--- src/rtl/sdram_access_arbiter.sv ---
// SDRAM access arbiter: shares one controller port between bus disk read,
// bus disk write and the microSD engine, and issues periodic refresh.
// Fixed priority refresh > bus > microSD, non-preemptive.
//
// state | meaning
// ------+---------------------------------------------------------------
// IDLE  | no access outstanding; pick the next requester
// REF   | ctl_refresh held, waiting for ctl_ack
// BUS   | bus read or write held on the controller, waiting for ctl_ack
// SD    | microSD access held on the controller, waiting for ctl_ack
module sdram_access_arbiter #(
  parameter int ADDR_W           = 21,
  parameter int DATA_W           = 16,
  parameter int REFRESH_INTERVAL = 312
) (
  input  logic              clock,
  input  logic              reset_n,
  input  logic [7:0]        cylinder,
  input  logic              head,
  input  logic [2:0]        sector,
  input  logic              load_address_busread,
  input  logic              dram_read_enbl_busread,
  input  logic              load_address_buswrite,
  input  logic              dram_write_enbl_buswrite,
  input  logic [DATA_W-1:0] bus_writedata,
  input  logic              sd_req,
  input  logic              sd_we,
  input  logic [ADDR_W-1:0] sd_addr,
  input  logic [DATA_W-1:0] sd_wdata,
  input  logic              ctl_ack,
  input  logic [DATA_W-1:0] ctl_rdata,
  output logic              ctl_req,
  output logic              ctl_we,
  output logic              ctl_refresh,
  output logic [ADDR_W-1:0] ctl_addr,
  output logic [DATA_W-1:0] ctl_wdata,
  output logic [DATA_W-1:0] dram_readdata,
  output logic              sd_ack,
  output logic [DATA_W-1:0] sd_rdata,
  output logic              overrun
);

  localparam int WORD_W = 9;
  localparam int REF_W  = (REFRESH_INTERVAL > 1) ? $clog2(REFRESH_INTERVAL) : 1;
  localparam logic [REF_W-1:0] REF_LAST = REF_W'(REFRESH_INTERVAL - 1);

  typedef enum logic [1:0] {S_IDLE, S_REF, S_BUS, S_SD} state_t;

  state_t              state, state_nxt;
  logic                grant_bus, grant_sd;
  logic                pend_rd, pend_wr, pend_ref;
  logic [ADDR_W-1:0]   bus_addr;
  logic [DATA_W-1:0]   wdata_lat;
  logic                addr_reloaded;
  logic [REF_W-1:0]    ref_cnt;
  logic [ADDR_W-1:0]   acc_addr;
  logic                acc_we;
  logic [DATA_W-1:0]   acc_wdata;

  logic                rd_pulse, load_any, bus_done, sd_done, ref_done;
  logic [ADDR_W-1:0]   load_val, acc_next;

  assign rd_pulse = load_address_busread | dram_read_enbl_busread;
  assign load_any = load_address_busread | load_address_buswrite;
  assign bus_done = (state == S_BUS) && ctl_ack;
  assign sd_done  = (state == S_SD)  && ctl_ack;
  assign ref_done = (state == S_REF) && ctl_ack;
  assign load_val = ADDR_W'({cylinder, head, sector, {WORD_W{1'b0}}});
  // Word field wraps inside the sector; sector/head/cylinder never carry.
  assign acc_next = {acc_addr[ADDR_W-1:WORD_W], acc_addr[WORD_W-1:0] + 9'd1};

  // State register
  always_ff @(posedge clock or negedge reset_n) begin
    if (!reset_n) state <= S_IDLE;
    else          state <= state_nxt;
  end

  // Next-state: priority pick in IDLE, otherwise hold until the controller acks.
  // sd_req is masked while sd_ack is high so the requester has a cycle to drop it.
  always_comb begin
    state_nxt = state;
    grant_bus = 1'b0;
    grant_sd  = 1'b0;
    case (state)
      S_IDLE: begin
        if (pend_ref) begin
          state_nxt = S_REF;
        end else if (pend_rd || pend_wr) begin
          state_nxt = S_BUS;
          grant_bus = 1'b1;
        end else if (sd_req && !sd_ack) begin
          state_nxt = S_SD;
          grant_sd  = 1'b1;
        end
      end
      S_REF, S_BUS, S_SD: begin
        if (ctl_ack) state_nxt = S_IDLE;
      end
      default: state_nxt = S_IDLE;
    endcase
  end

  // Controller-side outputs decoded from registered state and access latch
  always_comb begin
    ctl_req     = (state == S_BUS) || (state == S_SD);
    ctl_refresh = (state == S_REF);
    ctl_we      = ctl_req & acc_we;
    ctl_addr    = ctl_req ? acc_addr  : '0;
    ctl_wdata   = ctl_req ? acc_wdata : '0;
  end

  // Access latch: freezes address/direction/data at grant so later bus
  // activity cannot disturb an in-flight access.
  always_ff @(posedge clock or negedge reset_n) begin
    if (!reset_n) begin
      acc_addr  <= '0;
      acc_we    <= 1'b0;
      acc_wdata <= '0;
    end else if (grant_bus) begin
      acc_addr  <= bus_addr;
      acc_we    <= pend_wr && !pend_rd;
      acc_wdata <= wdata_lat;
    end else if (grant_sd) begin
      acc_addr  <= sd_addr;
      acc_we    <= sd_we;
      acc_wdata <= sd_wdata;
    end
  end

  // Bus pending flags, write-data capture and sticky overrun
  always_ff @(posedge clock or negedge reset_n) begin
    if (!reset_n) begin
      pend_rd   <= 1'b0;
      pend_wr   <= 1'b0;
      wdata_lat <= '0;
      overrun   <= 1'b0;
    end else begin
      if ((rd_pulse && pend_rd) || (dram_write_enbl_buswrite && pend_wr))
        overrun <= 1'b1;

      if (rd_pulse && !pend_rd)
        pend_rd <= 1'b1;
      else if (bus_done && !acc_we)
        pend_rd <= 1'b0;

      if (dram_write_enbl_buswrite && !pend_wr) begin
        pend_wr   <= 1'b1;
        wdata_lat <= bus_writedata;
      end else if (bus_done && acc_we) begin
        pend_wr <= 1'b0;
      end
    end
  end

  // Bus address: load wins; otherwise post-increment after each bus access
  // unless a reload arrived while that access was in flight.
  always_ff @(posedge clock or negedge reset_n) begin
    if (!reset_n) begin
      bus_addr      <= '0;
      addr_reloaded <= 1'b0;
    end else begin
      if (load_any)
        bus_addr <= load_val;
      else if (bus_done && !addr_reloaded)
        bus_addr <= acc_next;

      if (grant_bus)
        addr_reloaded <= 1'b0;
      else if ((state == S_BUS) && load_any)
        addr_reloaded <= 1'b1;
    end
  end

  // Refresh timer; an expiry while a refresh is still pending merges into it
  always_ff @(posedge clock or negedge reset_n) begin
    if (!reset_n) begin
      ref_cnt  <= '0;
      pend_ref <= 1'b0;
    end else if (ref_cnt == REF_LAST) begin
      ref_cnt  <= '0;
      pend_ref <= 1'b1;
    end else begin
      ref_cnt <= ref_cnt + 1'b1;
      if (ref_done) pend_ref <= 1'b0;
    end
  end

  // Completion side: registered read data and the one-cycle microSD ack
  always_ff @(posedge clock or negedge reset_n) begin
    if (!reset_n) begin
      dram_readdata <= '0;
      sd_rdata      <= '0;
      sd_ack        <= 1'b0;
    end else begin
      sd_ack <= sd_done;
      if (bus_done && !acc_we) dram_readdata <= ctl_rdata;
      if (sd_done && !acc_we)  sd_rdata      <= ctl_rdata;
    end
  end

endmodule
--- config.mk ---
export PLATFORM = sky130hd
export DESIGN_NAME = sdram_access_arbiter
export DESIGN_NICKNAME = d
export VERILOG_FILES = /design/src/rtl/sdram_access_arbiter.sv
export SDC_FILE = /design/constraint.sdc
export NUM_CORES = 1
export LEC_CHECK = 0
export CAP_MARGIN = 20
export CORE_UTILIZATION = 51
export DETAILED_ROUTE_END_ITERATION = 10
export PLACE_DENSITY_LB_ADDON = 0.05
export SLEW_MARGIN = 20
export SYNTH_ARGS = -nofsm -noshare
export SYNTH_HDL_FRONTEND = slang
export SYNTH_SLANG_ARGS = --single-unit
--- constraint.sdc ---
create_clock -name clock -period 4 [get_ports clock]
set_clock_uncertainty 0.05 [all_clocks]
set_input_delay 0.8 -clock clock [delete_from_list [all_inputs] [get_ports clock]]
set_output_delay 0.8 -clock clock [all_outputs]
set_load 0.005 [all_outputs]
==> impl_metrics.ini, run 1 <==
[timing]
min_period_over_period_pct = 81.9
finalSetupTns_ns = 0
finalSetupViolCount = 0
slew_viol_final = 0
worst_slew_pin_slew_ns = 1.03
relSlewSlack_pct = 30.8
max_freq_mhz = 305
hold_viol = 0
rsz0062_at_grt = no
min_period_ns = 3.28

[global_route]
grt_usage_pct = 27.5
grt_pass1_wl_mm = 23.5
antenna_found_initial = 0
overflow = 0
grt_pass1_vias = 4581
grt_max_degree = 77

[die]
coreArea_um2 = 10400
die_area_um2 = 11200
start_util_pct = 52.8
die_w_um = 106
io_pins = 164
die_h_um = 106
fp-row-count = 37

[power]
power_density_nw_per_um2 = 758
p_leak_uw = 0.00327
ir_drop_mv = 0.404

[setup_path]
slowest_delay_ns = 0.86
r2r_slack_ns = 1.71
rr_startpoint = pend_wr
reg2reg_to = acc_addr[4]
end_kind = output pin
cp_slowest_cell = dfrtp_1
crit_arrival_ns = 2.43
crit_path_start_kind = register
worstPathMaxFanout = 26
crit_family = buffers and inverters
required_ns = 3.15
crit_buf_inv = 2
r2r_cells = 4
path_class = register to output pin
crit_path_cell_trace = buf_4, and2_1, clkdlybuf4s50_1

[clock_network]
cts.path.max_buffers = 2
cts.sinks = 124
clock_tree.root_cell = clkbuf_8
cts_tree = built
clk_pin_slew_ns = 0.06
clk_latency_ns = 0.51
numCtsBuffers = 17
cts_setup_buffers = 0
htreeDepth = 4
cts_resized = 0
holdBufCountCts = 0

[logic_synthesis]
yosysUniqueCellTypes = 49
synth_edf_count = 0
syn-instance-count = 444
syn_nets = 536
synth-async-reset-ratio_pct = 100
synth_seq_cells = 124
syn_area_um2 = 5500
synth-seq-area-share_pct = 56.4
synthFlopType = dfrtp_1
postSynthAreaPerCell_um2 = 12.4
synth_warnings = 0

[placed_design]
gp_congestion = 0.814
dp_cells = 717
port_buffers = 163
hpwl_mm = 9.10

[route]
vias_per_cell = 5.86
firstDrtPassIters = 5
vias = 4387
drc = 0
wl_per_cell_um = 19.3
drt-initial-drc-count = 196
ant_nets = 0
finalWirelength_mm = 14.4

[layout]
drive_gt1_share_pct = 14.4
instances_no_fill = 749
num-nets-final = 692
insertedDiodeCount = 0
area_growth_pct = 43.1

[outcome]
status = finished, final reports clean

[worst_hold_path]
min_path_type = input pin to asynchronous set/reset pin

[flow_run]
max_cap_viol_count = 0
-- report_power, final --
group	switching [uW]	leakage (uW)	total [uW]	internal, uW
Clock	567	0.000297	1660	1100
Sequential	371	0.00150	2090	1720
Combinational	814	0.00147	2210	1400
Total	1750	0.00327	5970	4220
-- synth_stat cells (2+ instances only) --
| cell | number | area [um2] |
|---|---|---|
| mux2_1 | 9 | 101 |
| ha_1 | 2 | 25.0 |
| dfrtp_1 | 124 | 3100 |
| nand2b_1 | 3 | 18.8 |
| buf_4 | 4 | 30.0 |
| nand4bb_1 | 2 | 22.5 |
| and3_1 | 2 | 12.5 |
| a21oi_1 | 4 | 20.0 |
| o31a_1 | 2 | 17.5 |
| or3_1 | 3 | 18.8 |
| nand2_1 | 6 | 22.5 |
| o21ai_0 | 2 | 10.0 |
| a221o_1 | 12 | 120 |
| or4_1 | 3 | 22.5 |
| nor2_1 | 7 | 26.3 |
| a21o_1 | 3 | 22.5 |
| xnor2_1 | 4 | 35.0 |
| o211ai_1 | 2 | 15.0 |
| inv_1 | 5 | 18.8 |
| mux2_2 | 39 | 439 |
| and2_1 | 38 | 238 |
| nor3_1 | 3 | 15.0 |
| a2bb2oi_1 | 38 | 333 |
| o22ai_1 | 37 | 231 |
| a22o_1 | 5 | 43.8 |
| xor2_1 | 4 | 35.0 |
| nand4_1 | 3 | 18.8 |
| clkbuf_1 | 15 | 56.3 |
| nand3_1 | 13 | 65.1 |
| buf_2 | 12 | 60.1 |
| nor2b_1 | 16 | 100 |
| nor3_2 | 2 | 20.0 |
| o2111ai_1 | 3 | 26.3 |
| buf_1 | 2 | 7.51 |
-- layer usage --
metal,part of all wire (%),routed length (um),global-route usage (%)
met5,0,0,0
met3,6.2,902,7.11
met2,51,7420,46.6
met1,41,5910,34.3
met4,1.4,202,8.93
-- cell families after synthesis --
group,after synthesis,synth area share [%]
AOI/OAI and AO/OA,115,16.4
and+or+nand+nor,108,12.5
buffers and inverters,39,3.21
DFF,124,56.4
xor gates and xnor gates,8,1.27
adders and majority gates,2,0.455
muxes,48,9.82
-- metrics by stage --
stage | setup WS, ns | utilization [%] | hold WS [ns] | total power (uW) | cell area [um2]
final | 0.723 | 75.6 | 0.262 | 5970 | 7880
after global routing | 0.534 | 75.6 | 0.296 | 6280 | 7880
after CTS | 0.669 | 75.6 | 0.268 | 6010 | 7880
after detailed placement | 1.05 | 69.4 | 0.428 | 4310 | 7230
after global placement | 1.11 | 69.4 | 0.405 | 4230 | 7230
after floorplan | 1.99 | - | 0.398 | 3190 | 5500
-- placed cells by master, fill, tap and decap left out, types with 12 or more instances in the layout --
| cell | Yosys | final |
|---|---|---|
| clkdlybuf4s50_1 | 0 | 162 |
| nand3_1 | 13 | 13 |
| nor2b_1 | 16 | 15 |
| a221o_1 | 12 | 12 |
| mux2_2 | 39 | 39 |
| dfrtp_1 | 124 | 124 |
| o22ai_1 | 37 | 37 |
| and2_1 | 38 | 38 |
| a2bb2oi_1 | 38 | 38 |
| clkbuf_16 | 0 | 16 |
-- state kept, by name, summed over array words and instances, names as in the netlist, 2 cells and up --
register,flops
acc_wdata,16
acc_addr,21
dram_readdata,16
wdata_lat,16
sd_rdata,16
state,2
bus_addr,21
ref_cnt,9
-- worst max-delay path by stage --
stage / depth (start not counted) / to / slack (ns) / from
floorplan: 4 / dram_readdata[10] / 1.99 / ctl_ack
global placement: 5 / acc_wdata[12] / 1.11 / sd_req
detailed placement: 5 / acc_wdata[13] / 1.05 / sd_req
CTS: 3 / ctl_addr[10] / 0.67 / state[1]
global route: 3 / ctl_addr[10] / 0.53 / state[1]
finish: 3 / ctl_addr[10] / 0.72 / state[1]
-- worst register-to-register path, cell delays in order, from the launching register on --
cell	delay, ns
dfrtp_1	0.48
or4b_1	0.90
buf_4	0.37
o22ai_1	0.21
a2bb2oi_1	0.12
-- cell type report --
class | count | area [um2]
Fill cell | 735 | 2540
Inverter | 6 | 22.5
Clock buffer | 19 | 432
Tap cell | 136 | 170
Timing Repair Buffer | 170 | 1690
Clock inverter | 13 | 214
Multi-Input combinational cell | 281 | 2240
Sequential cell | 124 | 3100
Power figures use the tool's default switching activity.
==> inputs of run 2 (changes only) <==
--- a/config.mk
+++ b/config.mk
@@ -6,7 +6,7 @@
 export NUM_CORES = 1
 export LEC_CHECK = 0
 export CAP_MARGIN = 20
-export CORE_UTILIZATION = 51
+export CORE_UTILIZATION = 47
 export DETAILED_ROUTE_END_ITERATION = 10
 export PLACE_DENSITY_LB_ADDON = 0.05
 export SLEW_MARGIN = 20
==> constraint.sdc (replaced) <==
create_clock -name clock -period 3.05 [get_ports clock]
set_clock_uncertainty 0.05 [all_clocks]
set_input_delay 0.61 -clock clock [delete_from_list [all_inputs] [get_ports clock]]
set_output_delay 0.61 -clock clock [all_outputs]
set_load 0.005 [all_outputs]
==> run 2 against run 1 <==
Net effect:
- register-to-register slack worse by 1.0 ns
- first-iteration DRC count up 26%
- setup slack worse by 0.52 ns
- sequential share of layout area down 0.087 points
- cell count up 2.0%
- hold slack worse by 0.10 ns
- core utilization down 6.5 points
- via count down 1.8%
- die area up 8.3%
- critical path type unchanged
- largest cell class unchanged
==> impl_metrics.ini, run 2 (synthesized netlist as in run 1, its figures left out) <==
[layout]
fin_area_um2 = 7900
top_regs = acc_addr (21), bus_addr (21)
drive_gt1_share_pct = 15.5
n_fill_cell = 882
final_cell_mix = clkdlybuf4s50_1, dfrtp_1, mux2_2
num-nets-final = 700
mostFrequentLayoutCell = clkdlybuf4s50_1
utilization_pct = 69.1
insertedDiodeCount = 0
area_growth_pct = 43.4

[global_route]
grt_pass1_wl_mm = 22.1
grt_max_degree = 54
grt_pass1_vias = 4301
grt_usage_pct = 24.5
antenna_found_initial = 0
overflow = 0

[setup_path]
crit_path_start_kind = register
crit_path_cell_trace = buf_4, and2_1, clkdlybuf4s50_1
cp_slowest_cell = dfrtp_1
worstPathMaxFanout = 34
path_class = register to output pin
crit_arrival_ns = 2.18
required_ns = 2.39
end_kind = output pin
slowest_delay_ns = 0.63

[flow_run]
max_cap_viol_count = 0

[die]
die_area_um2 = 12100
die_h_um = 110
start_util_pct = 48.2
io_pins = 164
coreArea_um2 = 11400
fp-row-count = 39
die_w_um = 110

[placed_design]
placed_cell_area_um2 = 7300
gp_congestion = 0.848
port_buffers = 163
hpwl_mm = 9.35

[power]
p_leak_uw = 0.00331
comb_power_share_pct = 38.5
switchingPower_uw = 2230
ir_drop_mv = 0.632
p_sw_share_pct = 29.2
p_clk_share_pct = 25.9
pwr-share-seq_pct = 35.6
power_density_nw_per_um2 = 966
p_int_uw = 5400

[timing]
slew_viol_final = 0
finalSetupTns_ns = 0
rsz0062_at_grt = no
min_period_over_period_pct = 93.2
max_freq_mhz = 352
finalSetupViolCount = 0
hold_viol = 0
min_period_ns = 2.84
worst_slew_pin_slew_ns = 1.02
relSlewSlack_pct = 32.0

[worst_hold_path]
min_path_type = input pin to asynchronous set/reset pin

[clock_network]
cts_tree = built
clock_tree.root_cell = clkbuf_16
clk_latency_ns = 0.41
cts.sinks = 124
clk_pin_slew_ns = 0.05
numCtsBuffers = 17
cts_resized = 0
htreeDepth = 4
holdBufCountCts = 0
cts.path.max_buffers = 2
cts_setup_buffers = 0

[route]
firstDrtPassIters = 4
wl_per_cell_um = 18.4
vias = 4306
vias_per_cell = 5.64
ant_nets = 0
finalWirelength_mm = 14.0
drt-initial-drc-count = 247
drc = 0

[outcome]
status = finished, final reports clean
==> run 2: power groups by stage <==
| stage | registers (uW) | clock network, uW | logic, uW |
|---|---|---|---|
| 2_1_floorplan | 2600 | 0 | 1590 |
| 3_3_place_gp | 2710 | 0 | 2900 |
| 3_5_place_dp | 2730 | 0 | 2960 |
| 4_1_cts | 2710 | 2010 | 2980 |
| 5_1_grt | 2800 | 2100 | 3190 |
| 6_report | 2720 | 1970 | 2940 |
==> run 2: path summary, 6_finish.rpt <==
check	start	end	slack [ns]	cells after the start
min reg2reg	dram_readdata[7]	dram_readdata[7]	0.43	1
min	reset_n	dram_readdata[15]	0.16	1
max in group asynchronous	reset_n	dram_readdata[7]	2.01	2
max reg2reg	state[1]	bus_addr[20]	0.67	5
min in group clock	dram_readdata[7]	dram_readdata[7]	0.43	1
max	state[1]	ctl_addr[10]	0.21	3
==> run 2: worst max-delay path: cells and delay by family, from the launching register on <==
family	cells	cell delay [ns]
simple gates	1	0.21
flops	1	0.63
buf+inv	2	0.92
==> run 2: layout make-up <==
class / instances / area (um2) / area share (%)
Tap cell: 143 / 179 / 2.27
Sequential cell: 124 / 3100 / 39.3
Timing Repair Buffer: 178 / 1750 / 22.2
Clock buffer: 26 / 539 / 6.83
Clock inverter: 6 / 55.1 / 0.697
Multi-Input combinational cell: 281 / 2240 / 28.4
Inverter: 6 / 22.5 / 0.285
==> run 2: per-stage QoR <==
stage | setup WS [ns] | hold slack, ns | total power, uW | std cells
after floorplan | 1.23 | 0.264 | 4190 | 444
after global placement | 0.573 | 0.407 | 5610 | 732
after detailed placement | 0.516 | 0.418 | 5690 | 732
after CTS | 0.163 | 0.174 | 7700 | 764
after global routing | 0.0965 | 0.198 | 8090 | 764
final | 0.208 | 0.160 | 7620 | 764
==> run 2: metal layers <==
layer  up-vias  track usage (%)  part of all wire (%)
met1      2148             31.6                    43
li1       1994                -                     -
met4         0             8.93                   1.3
met5         -                0                     0
met3        17             6.76                   6.2
met2       147             39.6                    49
==> inputs of run 3 (changes only) <==
--- a/config.mk
+++ b/config.mk
@@ -5,7 +5,7 @@
 export SDC_FILE = /design/constraint.sdc
 export NUM_CORES = 1
 export LEC_CHECK = 0
-export CAP_MARGIN = 20
+export CAP_MARGIN = 10
 export CORE_UTILIZATION = 47
 export DETAILED_ROUTE_END_ITERATION = 10
 export PLACE_DENSITY_LB_ADDON = 0.05
==> results of run 3 <==
The final DEF is identical to that of run 2; final timing and power are the same.
